[src/rtl/pc_unit.sv]
// Fetch-stage program counter with halt FSM, alignment trap and optional RAS.
// Define PC_RAS_EN to build the return-address stack.
module pc_unit #(
    parameter int unsigned          XLEN        = 32,
    parameter logic [XLEN-1:0]      RESET_VEC   = 32'h0000_0000,
    parameter logic [XLEN-1:0]      TRAP_VEC    = 32'h0000_0080,
    parameter int unsigned          INSTR_BYTES = 4,
    parameter int unsigned          RAS_DEPTH   = 4
) (
    input  logic            clk,
    input  logic            rst,
    input  logic            stall,
    input  logic            halt,
    input  logic            resume,
    input  logic            trap,
    input  logic            branch,
    input  logic [XLEN-1:0] branch_target,
    input  logic            jump,
    input  logic [XLEN-1:0] jump_target,
    input  logic            call,
    input  logic            ret,
    output logic [XLEN-1:0] pc,
    output logic [XLEN-1:0] pc_next,
    output logic            misalign,
    output logic            halted,
    output logic            ras_empty
);

    typedef enum logic {RUN, HALTED} state_t;

    localparam logic [XLEN-1:0] STEP  = XLEN'(INSTR_BYTES);
    localparam logic [XLEN-1:0] AMASK = XLEN'(INSTR_BYTES - 1);

    state_t          state, state_n;
    logic [XLEN-1:0] pc_n, seq_pc, ras_top;
    logic            mis_n, ras_hit, push, pop;

    assign seq_pc = pc + STEP;

    always_comb begin
        pc_n    = pc;
        state_n = state;
        mis_n   = 1'b0;
        push    = 1'b0;
        pop     = 1'b0;
        unique case (state)
            RUN: begin
                if (trap) begin
                    pc_n = TRAP_VEC;
                end else if (halt && !resume) begin
                    state_n = HALTED;
                end else if (stall) begin
                    pc_n = pc;
                end else if (ret) begin
                    // an empty stack degrades ret to a plain step
                    if (!ras_hit) begin
                        pc_n = seq_pc;
                    end else if ((ras_top & AMASK) != '0) begin
                        pc_n  = TRAP_VEC;
                        mis_n = 1'b1;
                    end else begin
                        pc_n = ras_top;
                        pop  = 1'b1;
                    end
                end else if (jump) begin
                    if ((jump_target & AMASK) != '0) begin
                        pc_n  = TRAP_VEC;
                        mis_n = 1'b1;
                    end else begin
                        pc_n = jump_target;
                        push = call;
                    end
                end else if (branch) begin
                    if ((branch_target & AMASK) != '0) begin
                        pc_n  = TRAP_VEC;
                        mis_n = 1'b1;
                    end else begin
                        pc_n = branch_target;
                    end
                end else begin
                    pc_n = seq_pc;
                end
            end
            HALTED: begin
                if (trap) begin
                    state_n = RUN;
                    pc_n    = TRAP_VEC;
                end else if (resume) begin
                    state_n = RUN;
                end
            end
        endcase
    end

    assign pc_next = rst ? RESET_VEC : pc_n;
    assign halted  = (state == HALTED);

    always_ff @(posedge clk) begin
        if (rst) begin
            pc       <= RESET_VEC;
            state    <= RUN;
            misalign <= 1'b0;
        end else begin
            pc       <= pc_n;
            state    <= state_n;
            misalign <= mis_n;
        end
    end

`ifdef PC_RAS_EN
    localparam int unsigned PW = (RAS_DEPTH > 1) ? $clog2(RAS_DEPTH) : 1;
    localparam int unsigned CW = $clog2(RAS_DEPTH + 1);
    localparam logic [PW-1:0] LAST = PW'(RAS_DEPTH - 1);
    localparam logic [CW-1:0] FULL = CW'(RAS_DEPTH);

    logic [XLEN-1:0] ras_mem [RAS_DEPTH];
    logic [PW-1:0]   top, top_up, top_dn;
    logic [CW-1:0]   count;
    logic            empty_q;

    assign top_up    = (top == LAST) ? '0 : top + 1'b1;
    assign top_dn    = (top == '0) ? LAST : top - 1'b1;
    assign ras_top   = ras_mem[top];
    assign ras_hit   = (count != '0);
    assign ras_empty = empty_q;

    always_ff @(posedge clk) begin
        if (!rst && push) begin
            ras_mem[top_up] <= seq_pc;
        end
    end

    // full pushes wrap onto the oldest slot; count saturates
    always_ff @(posedge clk) begin
        if (rst) begin
            top     <= LAST;
            count   <= '0;
            empty_q <= 1'b1;
        end else if (push) begin
            top     <= top_up;
            empty_q <= 1'b0;
            if (count != FULL) begin
                count <= count + 1'b1;
            end
        end else if (pop) begin
            top     <= top_dn;
            count   <= count - 1'b1;
            empty_q <= (count == CW'(1));
        end
    end
`else
    logic unused_ras;

    assign ras_top    = seq_pc;
    assign ras_hit    = 1'b0;
    assign ras_empty  = 1'b1;
    assign unused_ras = ^{push, pop, call, ras_top};
`endif

endmodule

[config.mk]
export PLATFORM = sky130hd
export DESIGN_NAME = pc_unit
export DESIGN_NICKNAME = d
export VERILOG_FILES = /design/src/rtl/pc_unit.sv
export SDC_FILE = /design/constraint.sdc
export NUM_CORES = 1
export LEC_CHECK = 0
export ABC_AREA = 1
export BUFFER_PORTS_ARGS = -buffer_cell sky130_fd_sc_hd__buf_2
export CAP_MARGIN = 40
export CORE_MARGIN = 5
export CORE_UTILIZATION = 40
export DETAILED_ROUTE_END_ITERATION = 7
export PLACE_DENSITY = 0.68
export SLEW_MARGIN = 20
export SYNTH_ARGS = -nofsm -noshare
export SYNTH_HDL_FRONTEND = slang
export SYNTH_SLANG_ARGS = --single-unit
[constraint.sdc]
create_clock -name clk -period 3.4 [get_ports clk]
set_input_delay 0.68 -clock clk [delete_from_list [all_inputs] [get_ports clk]]
set_output_delay 0.68 -clock clk [all_outputs]
set_load 0.005 [all_outputs]
==> out/summary.md <==
* 2.40 ns — arrival time at the worst endpoint
* 4013 — number of global-route vias before repair
* 2.72 ns — WP data required
* 32 — largest net degree at the start of global routing
* 0 — max cap viols
* 0.08 ns — clock input transition at the sequential cells of the worst setup and hold paths
* 243 mW/mm2 — power density over the cells
* sky130_fd_sc_hd__nand2_1 — commonest non-fill, non-tap cell in the layout
* false — unrepaired setup endpoints after global routing
* 0 — number of antenna violations at the first check in global routing
* 0 — final routed DRC violation total
* flip-flop to flip-flop — Hold/Removal Path Class
* 21.9% — Synth top area share
* 0.330 ns — worst-case setup slack after placement
* 0.00311 mm2 — post-synthesis cell area
* 40.7% — Initial Util
* sky130_fd_sc_hd__dfxtp_1 (22%), sky130_fd_sc_hd__nand2_1 (20%), sky130_fd_sc_hd__a21oi_1 (8.8%), sky130_fd_sc_hd__nand3_1 (7.4%), sky130_fd_sc_hd__o21ai_0 (7.1%) — biggest area contributors in the synthesized netlist
* 36 — number of distinct library cells after synthesis
* 34 — number of storage elements in the synthesis netlist
* 1.81 nW — static leakage power
* sky130_fd_sc_hd__clkbuf_8 — Clock Tree Root
* 0 — synth warn
* 21.9% — Seq/Total Area, Yosys
* 18.9 mm — first-pass GRT wire length
* 4007 — vias
* 4 — number of iterations in the first detailed-routing pass
* 0.323 ns — post-layout worst setup margin
* complete, no violations — status
* 34 — clk sink count
* output pin — crit path capture type
* sky130_fd_sc_hd__dfxtp_1 — most used flip-flop cell after synthesis
* 0 — number of max-slew violations in the final report
* 0 — number of enable-type register cells in the synthesized netlist
* 0 — total gr overflow
* 846 — Filler cells
* 11.5 mm — final WL
* 785 — final standard cell count with taps included and fillers excluded
* 90.5% — share of the cycle needed by the critical path after routing
* 0 — diode count
* 5 — Num CTS Buffers
* 0 — number of instances resized during post-cts repair
* 0.00965 mm2 — area of the die
* 758 — net count reported at finish
* 0 — final hold violations
* 0 ns — final sum of negative setup slack
* yes — CTS tree
* 138 — count of input and output buffers
* 143 — First DRT Iteration DRCs
* 0 — count of hold-fix buffers inserted at cts
* 0.879 — Final GP Congestion
* 0.29 ns — clock insertion delay at the later pin of the skew report
* 51.9% — fin util
* 9.16 mm — half-perimeter wire length of the detailed placement result
* 141 — number of I/O pins
* 2 — # H-tree levels
* 0% — Async S/R FF share, synth
* 3.08 ns — final critical path time including I/O delays and setup
* input port — Worst Setup Start Kind
* 0 — Post-CTS Setup Bufs
* 0.169 mV — maximum vdd ir drop
* 325 MHz — maximum clock frequency
* 628 — Synthesized Nets
* 0.00212 mm2 — area of combinational cells with multiple inputs
* 0.00765 mm2 — area of the placeable core
* 27.4% — synth-to-layout area growth
* 98.2 um — width of the chip
* 5.10 — via/cell ratio
* 19 — biggest fanout along the worst timing path
* 0 — total of endpoints with negative setup slack in the final report
* sky130_fd_sc_hd__nand2_1 (165), sky130_fd_sc_hd__buf_2 (138), sky130_fd_sc_hd__a21oi_1 (55) — top library cells by usage in the layout, fill and taps aside
* 553 — post-synthesis cell count
* 47.7% — worst rel slew slack
* input port to output pin — critical path type
* 778 — Cell Count Post-Placement
* 23.4% — Total GRT Usage
* 0.783 ns — pin slew with the least headroom to its limit
* 2 — buffer depth of the longest clock path
* 14.6 um — average routed wire per standard cell
* 0.00517 ns — worst setup skew after layout
* 98.2 um — Chip Height
* 681 um2 — area occupied by registers
* 0 — antenna-violating nets left
* sky130_fd_sc_hd__dfxtp_1 — Yosys top cell by area
* 32 — number of placement rows
* 28.8% — fraction of layout instances using a drive strength above 1
* 5.63 um2 — mean instance size in the synthesized netlist
==> worst max-delay path, stage by stage <==
cell,delay (ns)
sky130_fd_sc_hd__buf_2,0.21
sky130_fd_sc_hd__inv_4,0.23
sky130_fd_sc_hd__nand3_1,0.36
sky130_fd_sc_hd__o21ai_0,0.34
sky130_fd_sc_hd__nand2_1,0.07
sky130_fd_sc_hd__o21ai_0,0.08
sky130_fd_sc_hd__nand2_1,0.06
sky130_fd_sc_hd__a21oi_1,0.20
sky130_fd_sc_hd__buf_2,0.16
==> logic make-up after synthesis <==
group / after synthesis / synth area share [%]
xor gates and xnor gates: 3 / 0.844
other: 1 / 0.120
buffers and inverters: 78 / 10.3
DFF: 34 / 21.9
AOI/OAI and AO/OA: 134 / 23.8
and+or+nand+nor: 302 / 42.6
adders and majority gates: 1 / 0.402
==> report_power, final <==
| part | internal, mW | switching (mW) |
|---|---|---|
| combinational | 0.0990 | 0.138 |
| clock | 0.138 | 0.162 |
| sequential | 0.408 | 0.0190 |
| total | 0.645 | 0.319 |
==> worst paths after layout <==
kind | startpoint | end | slack, ns | cells past startpoint
worst min register to register | pc[1] | pc[1] | 0.46 | 2
worst min-delay path | pc[1] | pc[1] | 0.46 | 2
worst max-delay path | jump | pc_next[9] | 0.32 | 9
worst max register to register | pc[3] | pc[16] | 1.52 | 11
==> state kept, by name, indices dropped and copies added (netlist names) <==
signal    flops
halted        1
misalign      1
pc           32
==> synth_stat cells (all sizes together) (2+ instances only) <==
| cell | n |
|---|---|
| nor2 | 71 |
| clkbuf | 12 |
| nand3 | 46 |
| dfxtp | 34 |
| o21bai | 3 |
| nand4 | 3 |
| buf | 12 |
| o211ai | 2 |
| or2 | 5 |
| inv | 53 |
| xor2 | 2 |
| o21ai | 51 |
| a21oi | 62 |
| nand2 | 174 |
| o22ai | 15 |
==> per-layer routing <==
layer	track usage, %	vias up	routed length (um)
met5	0	-	0
met4	7.77	0	281
met3	3.93	18	587
met2	41.3	122	5640
met1	28.9	1807	4970
li1	-	2060	-
==> final cells by class <==
| type | instances | share of cell area, % |
|---|---|---|
| Clock buffer | 5 | 1.74 |
| Inverter | 54 | 5.17 |
| Tap cell | 102 | 3.22 |
| Sequential cell | 34 | 17.2 |
| Timing Repair Buffer | 147 | 19.1 |
| Multi-Input combinational cell | 441 | 53.3 |
| Clock inverter | 2 | 0.252 |
==> stage by stage <==
stage	area (um2)	power [mW]	hold WS (ns)
2_1_floorplan	3110	0.572	0.465
3_3_place_gp	3890	0.668	0.443
3_5_place_dp	3890	0.673	0.449
4_1_cts	3970	0.973	0.463
5_1_grt	3970	1.02	0.481
6_report	3970	0.964	0.461
No activity file was read; power rests on OpenSTA's default activity.
